## config.mk

```make
export PLATFORM = sky130hd
export DESIGN_NAME = project_sched_ctrl
export DESIGN_NICKNAME = d
export VERILOG_FILES = /design/src/rtl/proj_sched_pkg.sv /design/src/rtl/sched_wb_regs.sv /design/src/rtl/project_sched_ctrl.sv
export SDC_FILE = /design/constraint.sdc
export NUM_CORES = 1
export LEC_CHECK = 0
export CORE_MARGIN = 4
export CORE_UTILIZATION = 31
export CTS_CLUSTER_DIAMETER = 30
export DETAILED_ROUTE_END_ITERATION = 16
export GPL_ROUTABILITY_DRIVEN = 0
export PLACE_DENSITY = 0.49
export SLEW_MARGIN = 10
export SYNTH_ARGS = -nofsm -noshare
export SYNTH_HDL_FRONTEND = slang
export SYNTH_HIERARCHICAL = 1
export SYNTH_SLANG_ARGS = --single-unit
```

## constraint.sdc

```tcl
create_clock -name clk -period 4.6 [get_ports clk]
set_clock_uncertainty 0.1 [all_clocks]
set_input_delay 0.46 -clock clk [delete_from_list [all_inputs] [get_ports clk]]
set_output_delay 0.46 -clock clk [all_outputs]
set_load 0.02 [all_outputs]
```

## src/rtl/proj_sched_pkg.sv

```systemverilog
// proj_sched_pkg: shared offsets, FSM encoding and STATUS layout for the project scheduler
package proj_sched_pkg;
  localparam logic [3:0] OFS_TARGET = 4'h0;
  localparam logic [3:0] OFS_STATUS = 4'h4;
  localparam logic [3:0] OFS_CTRL   = 4'h8;
  localparam logic [3:0] OFS_DWELL  = 4'hC;
  typedef enum logic [1:0] {ST_RUN = 2'd0, ST_DRAIN = 2'd1, ST_RESET = 2'd2} state_t;
  localparam int STB_BUSY = 8;
  localparam int STB_ROT  = 9;
  localparam int STB_ERR  = 10;
  localparam int STB_PEND = 11;
endpackage

```

## src/rtl/sched_wb_regs.sv

```systemverilog
// sched_wb_regs: wishbone decode, register storage and one-deep pending target slot
module sched_wb_regs import proj_sched_pkg::*; #(
  parameter logic [31:0] BASE_ADDR = 32'h30000000,
  parameter int NUM_PROJECTS = 5
) (
  input  logic        clk,
  input  logic        reset_n,
  input  logic        wbs_stb_i,
  input  logic        wbs_cyc_i,
  input  logic        wbs_we_i,
  input  logic [3:0]  wbs_sel_i,
  input  logic [31:0] wbs_adr_i,
  input  logic [31:0] wbs_dat_i,
  output logic        wbs_ack_o,
  output logic [31:0] wbs_dat_o,
  input  logic [7:0]  i_active,
  input  logic        i_busy,
  input  logic        i_take,
  output logic        o_tgt_wr,
  output logic [7:0]  o_tgt,
  output logic        o_pend_v,
  output logic [7:0]  o_pend,
  output logic        o_rot_en,
  output logic [31:0] o_dwell,
  output logic        o_dwell_wr
);
  localparam logic [8:0] NUMP = 9'(NUM_PROJECTS);
  logic        r_ack, r_tgt_wr, r_pv, r_rot, r_err;
  logic [31:0] r_dat, r_dwell, w_status, w_rdata;
  logic [7:0]  r_tgt, r_pend;
  logic        w_hit, w_wr, w_rd, w_tsel, w_csel, w_tok;
  logic [3:0]  w_ofs;
  assign w_ofs  = wbs_adr_i[3:0];
  assign w_hit  = wbs_cyc_i && wbs_stb_i && !r_ack && wbs_adr_i[31:4] == BASE_ADDR[31:4];
  assign w_wr   = w_hit && wbs_we_i && |wbs_sel_i;
  assign w_rd   = w_hit && !wbs_we_i;
  assign w_tsel = w_wr && w_ofs == OFS_TARGET;
  assign w_csel = w_wr && w_ofs == OFS_CTRL;
  assign w_tok  = {1'b0, wbs_dat_i[7:0]} < NUMP;
  assign o_dwell_wr = w_wr && w_ofs == OFS_DWELL;
  always_comb begin
    w_status = 32'd0;
    w_status[7:0] = i_active;
    w_status[STB_BUSY] = i_busy;
    w_status[STB_ROT]  = r_rot;
    w_status[STB_ERR]  = r_err;
    w_status[STB_PEND] = r_pv;
    w_rdata = w_ofs == OFS_STATUS ? w_status : w_ofs == OFS_DWELL ? r_dwell : 32'd0;
  end
  always_ff @(posedge clk or negedge reset_n) begin
    if (!reset_n) begin
      r_ack <= 1'b0;
      r_dat <= 32'd0;
      r_tgt_wr <= 1'b0;
      r_tgt <= 8'd0;
      r_pv <= 1'b0;
      r_pend <= 8'd0;
      r_rot <= 1'b0;
      r_err <= 1'b0;
      r_dwell <= 32'd0;
    end else begin
      r_ack <= w_hit;
      r_dat <= w_rd ? w_rdata : 32'd0;
      r_tgt_wr <= w_tsel && w_tok;
      if (w_tsel) r_tgt <= wbs_dat_i[7:0];
      if (w_tsel && !w_tok) r_err <= 1'b1;
      else if (w_csel && wbs_dat_i[1]) r_err <= 1'b0;
      if (w_csel) r_rot <= wbs_dat_i[0];
      if (o_dwell_wr) r_dwell <= wbs_dat_i;
      // a write landing mid-switch parks here; the FSM consumes it on its first RUN cycle
      if (r_tgt_wr && i_busy) begin
        r_pv <= 1'b1;
        r_pend <= r_tgt;
      end else if (i_take) r_pv <= 1'b0;
    end
  end
  assign wbs_ack_o = r_ack;
  assign wbs_dat_o = r_dat;
  assign o_tgt_wr  = r_tgt_wr;
  assign o_tgt     = r_tgt;
  assign o_pend_v  = r_pv;
  assign o_pend    = r_pend;
  assign o_rot_en  = r_rot;
  assign o_dwell   = r_dwell;
endmodule

```

## src/rtl/project_sched_ctrl.sv

```systemverilog
// project_sched_ctrl: safe active-project switch sequencer with optional dwell-timed rotation
module project_sched_ctrl import proj_sched_pkg::*; #(
  parameter logic [31:0] BASE_ADDR = 32'h30000000,
  parameter int NUM_PROJECTS = 5,
  parameter int HOLD_CYCLES = 4,
  parameter int RESET_CYCLES = 8
) (
  input  logic                    clk,
  input  logic                    reset_n,
  input  logic                    wbs_stb_i,
  input  logic                    wbs_cyc_i,
  input  logic                    wbs_we_i,
  input  logic [3:0]              wbs_sel_i,
  input  logic [31:0]             wbs_adr_i,
  input  logic [31:0]             wbs_dat_i,
  output logic                    wbs_ack_o,
  output logic [31:0]             wbs_dat_o,
  output logic [7:0]              active_project,
  output logic [NUM_PROJECTS-1:0] proj_reset,
  output logic                    io_hold,
  output logic                    busy,
  output logic                    switch_done
);
  localparam logic [15:0] HOLD_M1 = 16'(HOLD_CYCLES - 1);
  localparam logic [15:0] RST_M1  = 16'(RESET_CYCLES - 1);
  localparam logic [7:0]  LAST    = 8'(NUM_PROJECTS - 1);
  state_t      r_state, w_state;
  logic [15:0] r_ph, w_ph;
  logic [31:0] r_dw, w_dw, w_dwell;
  logic [7:0]  r_act, w_act, r_tgt, w_tgt, w_tgt_dat, w_pend_dat, w_req_tgt;
  logic        r_done, w_done, w_tgt_wr, w_pend_v, w_rot_en, w_dwell_wr;
  logic        w_run, w_cnt, w_tick, w_req;
  sched_wb_regs #(.BASE_ADDR(BASE_ADDR), .NUM_PROJECTS(NUM_PROJECTS)) u_regs (
    .clk(clk), .reset_n(reset_n),
    .wbs_stb_i(wbs_stb_i), .wbs_cyc_i(wbs_cyc_i), .wbs_we_i(wbs_we_i),
    .wbs_sel_i(wbs_sel_i), .wbs_adr_i(wbs_adr_i), .wbs_dat_i(wbs_dat_i),
    .wbs_ack_o(wbs_ack_o), .wbs_dat_o(wbs_dat_o),
    .i_active(r_act), .i_busy(!w_run), .i_take(w_run && w_pend_v),
    .o_tgt_wr(w_tgt_wr), .o_tgt(w_tgt_dat), .o_pend_v(w_pend_v), .o_pend(w_pend_dat),
    .o_rot_en(w_rot_en), .o_dwell(w_dwell), .o_dwell_wr(w_dwell_wr)
  );
  assign w_run  = r_state == ST_RUN;
  assign w_cnt  = w_run && !w_pend_v && w_rot_en && w_dwell != 32'd0;
  assign w_tick = w_cnt && r_dw == w_dwell - 32'd1;
  assign w_req  = w_run && (w_tgt_wr || w_pend_v || w_tick);
  // a fresh write beats the parked one, which beats the rotate tick
  assign w_req_tgt = w_tgt_wr ? w_tgt_dat : w_pend_v ? w_pend_dat : r_act == LAST ? 8'd0 : r_act + 8'd1;
  always_comb begin
    w_state = r_state;
    w_ph = w_run ? 16'd0 : r_ph + 16'd1;
    w_act = r_act;
    w_tgt = r_tgt;
    w_done = 1'b0;
    w_dw = w_cnt && !w_tick && !w_dwell_wr ? r_dw + 32'd1 : 32'd0;
    case (r_state)
      ST_RUN: if (w_req && w_req_tgt != r_act) begin
        w_state = ST_DRAIN;
        w_tgt = w_req_tgt;
      end
      ST_DRAIN: if (r_ph == HOLD_M1) begin
        w_state = ST_RESET;
        w_ph = 16'd0;
        w_act = r_tgt;
      end
      ST_RESET: if (r_ph == RST_M1) begin
        w_state = ST_RUN;
        w_done = 1'b1;
      end
      default: w_state = ST_RUN;
    endcase
  end
  always_ff @(posedge clk or negedge reset_n) begin
    if (!reset_n) begin
      r_state <= ST_RUN;
      r_ph <= 16'd0;
      r_dw <= 32'd0;
      r_act <= 8'd0;
      r_tgt <= 8'd0;
      r_done <= 1'b0;
    end else begin
      r_state <= w_state;
      r_ph <= w_ph;
      r_dw <= w_dw;
      r_act <= w_act;
      r_tgt <= w_tgt;
      r_done <= w_done;
    end
  end
  assign active_project = r_act;
  assign io_hold = !w_run;
  assign busy = !w_run;
  assign switch_done = r_done;
  assign proj_reset = w_run ? ~(NUM_PROJECTS'(1) << r_act) : '1;
endmodule

```

Yosys cells after proc, flatten, opt, wreduce, memory -nomap -nowiden. Index checks and enable logic that the tools add are counted.

Output and inout port bits: 49. Bits of input ports: 73. Logic and storage cells: 97. Flip-flop bits (word level): 152.

Eq/ne operators: 14. $lt $le $gt $ge: 1. $add $sub $neg: 4. Shift-type cells: 1. Bitwise logic cells: 1. Muxes and demuxes: 21. Reduce and logical (&&, ||, !) cells: 40.

Operator list (count): $mux 32 (4); $mux 16 (3); $add 32x1->32 const B (1); $eq 32x32->1 (1); $reduce_bool 32->1 (1); $sub 32x1->32 const B (1); $eq 28x26->1 const B (1); $mux 8 (3); $logic_and 1x1->1 (22); $add 16x1->16 const B (1); $eq 16x2->1 const B (1); $eq 16x3->1 const B (1); $add 8x1->8 const B (1); $eq 4x4->1 const B (2); $eq 8x3->1 const B (1); $lt 8x3->1 const B (1); $ne 8x8->1 (1); $shl 1x8->5 const A (1); $logic_not 1->1 (7); $mux 1 (6); $mux 2 (3); $pmux 2 s3 (1); $mux 5 (1); $not 5->5 (1); 12 further kinds (16).

Logic depth before layout (Yosys ltp). Gate-level depths: netlist (run 1).

Depth after elaboration: 10. Gate-level depth with buffers: 12. Gate-level depth less buffers: 11.

By module. The synthesis (run 1) kept the hierarchy.

By module, submodules not included: project_sched_ctrl (area each 4972.3 sq um, cells each 571, instances 1); sched_wb_regs (area each 3328.2 sq um, cells each 227, instances 1).

Worst setup path after synthesis (run 1). No wires, ideal clock.

Path type: flip-flop to flip-flop. Start: reg u_regs.r_dwell[3], in the netlist u_regs/o_dwell[3]. End: reg r_tgt[0]. Data arrival time: 3.165 ns. Clock period less this slack: 3.390 ns. Required time: 4.375 ns. Stages on the path, launching flop included: 11. Slack: 1.210 ns. Setup time: 0.125 ns. Path through: dfrtp_1 > buf_6 > or4_4 > buf_6 > nor4_2 > nand3_1 > xnor2_1 > a2111o_1 > nor4b_2 > o31ai_4 > mux2_4.

Longest elaborated chain between the ends: 7.

Ends and longest elaborated chain: start, declared (line sched_wb_regs.sv:29) `logic [31:0] r_dat, r_dwell, w_status, w_rdata;`; start signal, assigned (line sched_wb_regs.sv:69) `if (o_dwell_wr) r_dwell <= wbs_dat_i;`; $sub 32x1->32 / $reduce_bool 32->1 (equally long branches) (line project_sched_ctrl.sv:44, project_sched_ctrl.sv:43); $eq 32x32->1 / $logic_and 1x1->1 (equally long branches) (line project_sched_ctrl.sv:44, project_sched_ctrl.sv:43); $logic_and 1x1->1 (*) (line project_sched_ctrl.sv:44) `assign w_tick = w_cnt && r_dw == w_dwell - 32'd1;`; $logic_or 1x1->1 (*) (line project_sched_ctrl.sv:45) `assign w_req = w_run && (w_tgt_wr || w_pend_v || w_tick);`; $logic_and 1x1->1 (*) (line project_sched_ctrl.sv:45); $logic_and 1x1->1 (*) (line project_sched_ctrl.sv:56) `ST_RUN: if (w_req && w_req_tgt != r_act) begin`; $reduce_and 2->1 (no line) (*); end signal, assigned (line project_sched_ctrl.sv:85) `r_tgt <= w_tgt;`; end, declared (line project_sched_ctrl.sv:30) `logic [7:0] r_act, w_act, r_tgt, w_tgt, w_tgt_dat, w_pend_dat, w_req_tgt;`.

Every way passes the cells marked *; elsewhere a longest branch is shown, timed or not. A chain may end at the register's enable or synchronous reset.

Worst setup path after layout (run 1).
Start: reg u_regs.r_dwell[3], in the netlist u_regs/o_dwell[3]. End: reg r_tgt[2].

The elaborated chain is that of the path after synthesis.

==> run metrics, run 1 <==
total wire length 23000 um; gr ovfl total 0; Max-cap violations 0; Leak 4.54 nW; number of fill cells 2580; largest family of logic cells by synthesized area simple AND/OR/NAND/NOR gates; post_cts resized 0; Syn Area/Cell 10.4 um^2; net count after synthesis 877; Post-Synth Adder-Cell Area 0.00904; run status finished with violations; hold-fix buffers at CTS 0; TritonCTS clock tree done; Sink Count 152; Clock transition at path regs 0.07 ns; Core Rows 59; min-delay worst type in -> async; simple logic cell fraction of the synthesized area 0.231; root buffer cell clkbuf_16; Period minus WS final 3.86 ns; TritonRoute pass-1 iters 4; Hold WS -0.0322 ns; Slew @ Worst Pin 0.888 ns; I/O Pins 122; yosys warns 6; Design Area, Final 10400 um^2; routed vias 6420; Placed Cells 1230; Max transition margin 0.408; Worst-Skew Late Latency 0.43 ns; asr flop ratio synth 1.00; die width 172 um; Via density 5.09; share of cells above drive strength 1 0.111; Residual DRC 0; Starting Density 0.317; Area Growth Syn to Fin 24.8%; antenna violations before repair 0; maximum VDD drop 0.000210 V; critical path fanouts, max 12; fin cells 1262; fin nets 993; mux cell area share after synthesis 0.0956; setup bufs post-CTS 0; initial drt markers 360; Post-DRT Antenna Nets 0; Yosys cell types 84; Die Area 29500 um^2; Compound-Gate Fraction of Synth Area 0.0806; Synth Register Bits 152; GRT Util Overall 0.160; CP Data Required Time 4.80 ns; Core ar. 26200 um^2; total power 2.78 mW; ys flop type dfrtp_1; Post-synth EDFFs 0; first-pass GRT wire length 36600 um; pre-CTS setup slack 0.743 ns; wire per inst 18.3 um; Mapped Cells 798; WP data arrival 4.06 ns; RSZ-0062 raised after global routing false; failing checks negative hold slack; reg-to-reg setup timing slack 0.74 ns; Fin Setup TNS 0 ns; Antenna Cells 0; vias in the first global route 6313; setup violators final 0; sequential area share after synthesis 0.458; Synth Area in XOR/XNOR 0.0929; CP Launch Type flop; f_max 259 MHz; PwrDens 268 nW/um^2; I/O Buffers 121; Fin. Hold Viols 5; Num CTS Buffers 17; Post-Synthesis Cell Area 8300 um^2; hpwl dp 17000 um; worst-case clock buffer depth 2; period utilization 0.839; largest net degree at the start of global routing 87; Max Transition Viols Final 0; final worst slack 0.742 ns; Crit Path Category reg -> reg; Die H 172 um; crit path capture type flop; placed cell areas 9810 um^2; H-tree Lvls 4
metrics by stage:
stage | hold WS (ns) | utilization
after floorplan | 0.0644 | -
after global placement | 0.357 | 0.374
after CTS | 0.0388 | 0.395
final | -0.0322 | 0.395
after global routing | 0.0409 | 0.395
after detailed placement | 0.368 | 0.374
critical path: stages, from the launching register on:
cell and delay, ns:
dfrtp_1 0.48, or4_4 0.68, or4_4 0.59, nor4_2 0.24, o22ai_1 0.13, nor4_2 0.27, nand4_1 0.18, nor4b_2 0.49
o31ai_4 0.21, mux2_4 0.36
flip-flops by register name, indices dropped and copies added (netlist names):
signal            cells
u_regs/o_pend_v       1
u_regs/wbs_dat_o     32
u_regs/o_tgt          8
r_dw                 32
u_regs/o_rot_en       1
r_state               2
u_regs/o_tgt_wr       1
r_ph                 16
active_project        8
u_regs/r_err          1
u_regs/o_dwell       32
switch_done           1
u_regs/wbs_ack_o      1
u_regs/o_pend         8
r_tgt                 8
metal layers:
| layer | track usage | share of wire | vias to the layer above | wire length [um] |
|---|---|---|---|---|
| li1 | - | - | 3095 | - |
| met1 | 0.237 | 0.50 | 3116 | 11400 |
| met2 | 0.239 | 0.43 | 195 | 9990 |
| met3 | 0.0313 | 0.060 | 14 | 1390 |
| met4 | 0.0403 | 0.010 | 0 | 235 |
| met5 | 0 | 0 | - | 0 |
final timing paths:
| check | from | endpoint | cells past startpoint |
|---|---|---|---|
| setup reg to reg | u_regs/o_dwell[3] | r_tgt[2] | 9 |
| hold / removal | reset_n | r_dw[26] | 1 |
| setup / recovery | u_regs/o_dwell[3] | r_tgt[2] | 9 |
| hold reg to reg | r_ph[0] | r_ph[0] | 1 |
| min in group clk | r_ph[0] | r_ph[0] | 1 |
| max in group asynchronous | reset_n | u_regs/o_dwell[27] | 2 |
synth_stat cells (all sizes together) (11+ instances only):
cell    number  area, um^2
inv         19        71.3
a21oi       14        70.1
nor3        20         128
xor2        46         403
clkbuf      23         100
nand4       14         100
nand3       36         185
dfrtp      152        3800
and2        22         138
mux2i       11         110
xnor2       42         368
and3        15        93.8
nor4        27         246
o21ai       16        80.1
a22oi       16         120
mux2        59         683
nand2       49         184
nor2        99         372
cell usage in the layout, fill, tap and decap left out, types with 5 or more instances in the layout:
| cell | synthesis | layout |
|---|---|---|
| dfrtp_1 | 152 | 152 |
| clkdlybuf4s50_1 | 0 | 120 |
| nor2_1 | 99 | 99 |
| nand2_1 | 49 | 49 |
| xor2_1 | 46 | 46 |
| xnor2_1 | 42 | 42 |
| nand3_1 | 35 | 35 |
| mux2_1 | 32 | 32 |
| and2_1 | 22 | 22 |
| mux2_2 | 22 | 22 |
| inv_1 | 19 | 19 |
| nor3_1 | 17 | 17 |
| clkbuf_16 | 0 | 17 |
| nor4_1 | 16 | 16 |
| o21ai_0 | 16 | 16 |
| a22oi_1 | 16 | 16 |
| and3_1 | 15 | 15 |
| a21oi_1 | 14 | 14 |
| nand4_1 | 12 | 12 |
| mux2i_1 | 11 | 11 |
| nor4_2 | 10 | 10 |
| buf_4 | 1 | 9 |
| and4_1 | 8 | 8 |
| nand2b_1 | 6 | 6 |
| ha_1 | 6 | 6 |
| mux2_4 | 5 | 5 |
layout make-up:
cell class	instances	area [um^2]	area share
tap	335	419	0.0405
sequential	152	3800	0.367
multi-input combinational	594	4230	0.408
inverter	19	71.3	0.00688
clock buffer	19	443	0.0427
timing repair buffer	130	1280	0.124
clock inverter	13	113	0.0109
cells by family after synthesis:
| family | after synthesis |
|---|---|
| AOI/OAI and AO/OA | 93 |
| xor gates and xnor gates | 88 |
| adders and majority gates | 6 |
| buffers and inverters | 52 |
| DFF | 152 |
| muxes | 70 |
| and+or+nand+nor | 337 |
report_power, final:
group | internal (mW) | switching (mW)
clock | 0.721 | 0.613
combinational | 0.0595 | 0.0503
sequential | 1.34 | 0.00000000147
total | 2.12 | 0.664
(Power assumes the default switching activity.)
==> inputs of run 2 (changes only) <==
Clock period 4.6 ns to 3.6 ns, I/O delays scaled along.
==> run 2 against run 1 <==
The run now ends clean; core utilization rose by 2.0 points; first-iteration DRC count increased by 21%; non-clock buffer count grew 50; count of clock-buffer cells in the layout is 1 higher; power increased by 31%; via count grew 2.2%; sequential power grew 28%; flip-flop and latch count unchanged; global-route usage is 0.36 points higher; routed wire length grew 3.2%; fmax rose by 11%; critical endpoint unchanged; largest power group is now clock; highest routed layer unchanged.
==> run metrics, run 2 (synthesized netlist as in run 1, its figures left out) <==
run status completed; Final Util 0.416 (+0.0202); Max Transition Viols Final 0 (unchanged); crit-path leading delay family simple AND/OR/NAND/NOR gates; H-tree Lvls 4 (unchanged); Post-DRT Antenna Nets 0 (unchanged); gr ovfl total 0 (unchanged); TritonCTS clock tree done; Starting Density 0.317 (unchanged); cells along the critical path or4_4, buf_4, nor4_1, buf_4, nand2_1, xnor2_1, nor3_1, nand4_1, nor4b_4, buf_4, o31ai_4, buf_12, mux2_4; Core Rows 59 (unchanged); Slowest-stage cell, CP or4_4; most frequent cells in the layout dfrtp_1, clkdlybuf4s50_1, nor2_1, buf_4, nand2_1; Max-cap violations 0 (unchanged); root buffer cell clkbuf_16; largest net degree at the start of global routing 89 (+2.3%); Fin Setup TNS 0 ns (unchanged); most common cell after layout, fill and taps aside dfrtp_1; setup violators final 0 (unchanged); Fin. Hold Viols 0 (-5); Period minus WS final 3.49 ns (-0.369 ns); Max transition margin 0.413 (+0.00452); CP Data Required Time 3.81 ns (-0.99 ns); f_max 287 MHz (+11%); Worst-Skew Late Latency 0.43 ns (about the same); CP Launch Type flop; total power 3.63 mW (+31%); routed vias 6559 (+2.2%); Num CTS Buffers 17 (unchanged); wire per inst 18.1 um (-0.69%); Via density 5.00 (-1.7%); min-delay worst type reg -> reg; crit path capture type flop; Die Area 29500 um^2 (unchanged); Clock transition at path regs 0.06 ns (about the same); Slew @ Worst Pin 0.881 ns (-0.00678 ns); CP peak stage delay 0.60 ns (-0.08 ns); most used cell along the critical path buf_4; share of cells above drive strength 1 0.164 (+0.0528); antenna violations before repair 0 (unchanged); critical path fanouts, max 6 (-6); Sink Count 152 (unchanged); Core ar. 26200 um^2 (unchanged); period utilization 0.969 (+0.130); die width 172 um (unchanged); total wire length 23800 um (+3.2%); hpwl dp 17400 um (+2.8%); Crit Path Category reg -> reg; I/O Pins 122 (unchanged); number of fill cells 2553 (-1.0%); Die H 172 um (unchanged); initial drt markers 436 (+21%); Leak 4.89 nW (+7.7%); PwrDens 334 nW/um^2 (+24%); worst-case clock buffer depth 2 (unchanged); GRT Util Overall 0.163 (+0.00363); vias in the first global route 6451 (+2.2%); worst path bufs/invs 4 (+4); WP data arrival 3.70 ns (-0.36 ns); first-pass GRT wire length 37300 um (+2.0%); maximum VDD drop 0.000241 V (+15%); fin nets 1043 (+5.0%); Antenna Cells 0 (unchanged); TritonRoute pass-1 iters 5 (+1); Residual DRC 0 (unchanged); Area Growth Syn to Fin 31.2%; I/O Buffers 121 (unchanged)
==> run 2: worst paths after layout <==
check,slack (ns),to,depth (start not counted),start
setup / recovery,0.11,r_tgt[2],13,u_regs/o_dwell[6]
hold / removal,0.36,r_ph[0],1,r_ph[0]
setup reg to reg,0.11,r_tgt[2],13,u_regs/o_dwell[6]
hold reg to reg,0.36,r_ph[0],1,r_ph[0]
max in group asynchronous,2.14,u_regs/wbs_dat_o[7],3,reset_n
min in group asynchronous,0.49,u_regs/wbs_dat_o[21],2,reset_n
==> run 2: layout make-up <==
type | instances | area (um^2) | area share
multi-input cells | 594 | 4300 | 0.395
clock inverters | 11 | 114 | 0.0105
clock buffers | 20 | 467 | 0.0429
well taps | 335 | 419 | 0.0385
inverters | 19 | 71.3 | 0.00655
flip-flops and latches | 152 | 3800 | 0.349
repair buffers | 180 | 1710 | 0.157
==> run 2: timing repair <==
action | in CTS | in global routing
resized for setup | 0 | 12
buffers inserted | 0 | 7
hold endpoints to repair | 85 | 0
hold buffers | 1 | 0
setup endpoints to repair | 0 | 5
==> run 2: routing by layer <==
layer / global-route usage / up-vias / routed length (um)
met5: 0 / - / 0
met4: 0.0437 / 0 / 313
met3: 0.0347 / 18 / 1230
met2: 0.243 / 177 / 10300
met1: 0.241 / 3170 / 12000
li1: - / 3194 / -
==> run 2: metrics by stage <==
| step | setup WS, ns | hold WS (ns) | cells | instance area (um^2) |
|---|---|---|---|---|
| 2_1_floorplan | 0.210 | -0.0356 | 798 | 8300 |
| 3_3_place_gp | 0.0881 | 0.362 | 1272 | 10100 |
| 3_5_place_dp | 0.00966 | 0.360 | 1272 | 10100 |
| 4_1_cts | 0.00328 | 0.369 | 1304 | 10700 |
| 5_1_grt | -0.00551 | 0.412 | 1311 | 10900 |
| 6_report | 0.112 | 0.364 | 1311 | 10900 |
==> run 2: report_power, final <==
part           switching [mW]  leakage (nW)  total (mW)  internal, mW
registers       0.00000000121          2.12        1.71          1.71
logic                  0.0655          2.48       0.145        0.0794
clock network           0.764         0.282        1.78          1.02
total                   0.830          4.89        3.63          2.80
==> inputs of run 3 (changes only) <==
Settings changed: ABC_CLOCK_PERIOD_IN_PS set to 3600.
==> results of run 3 <==
No change in the layout: final DEF, timing and power equal those of run 2.
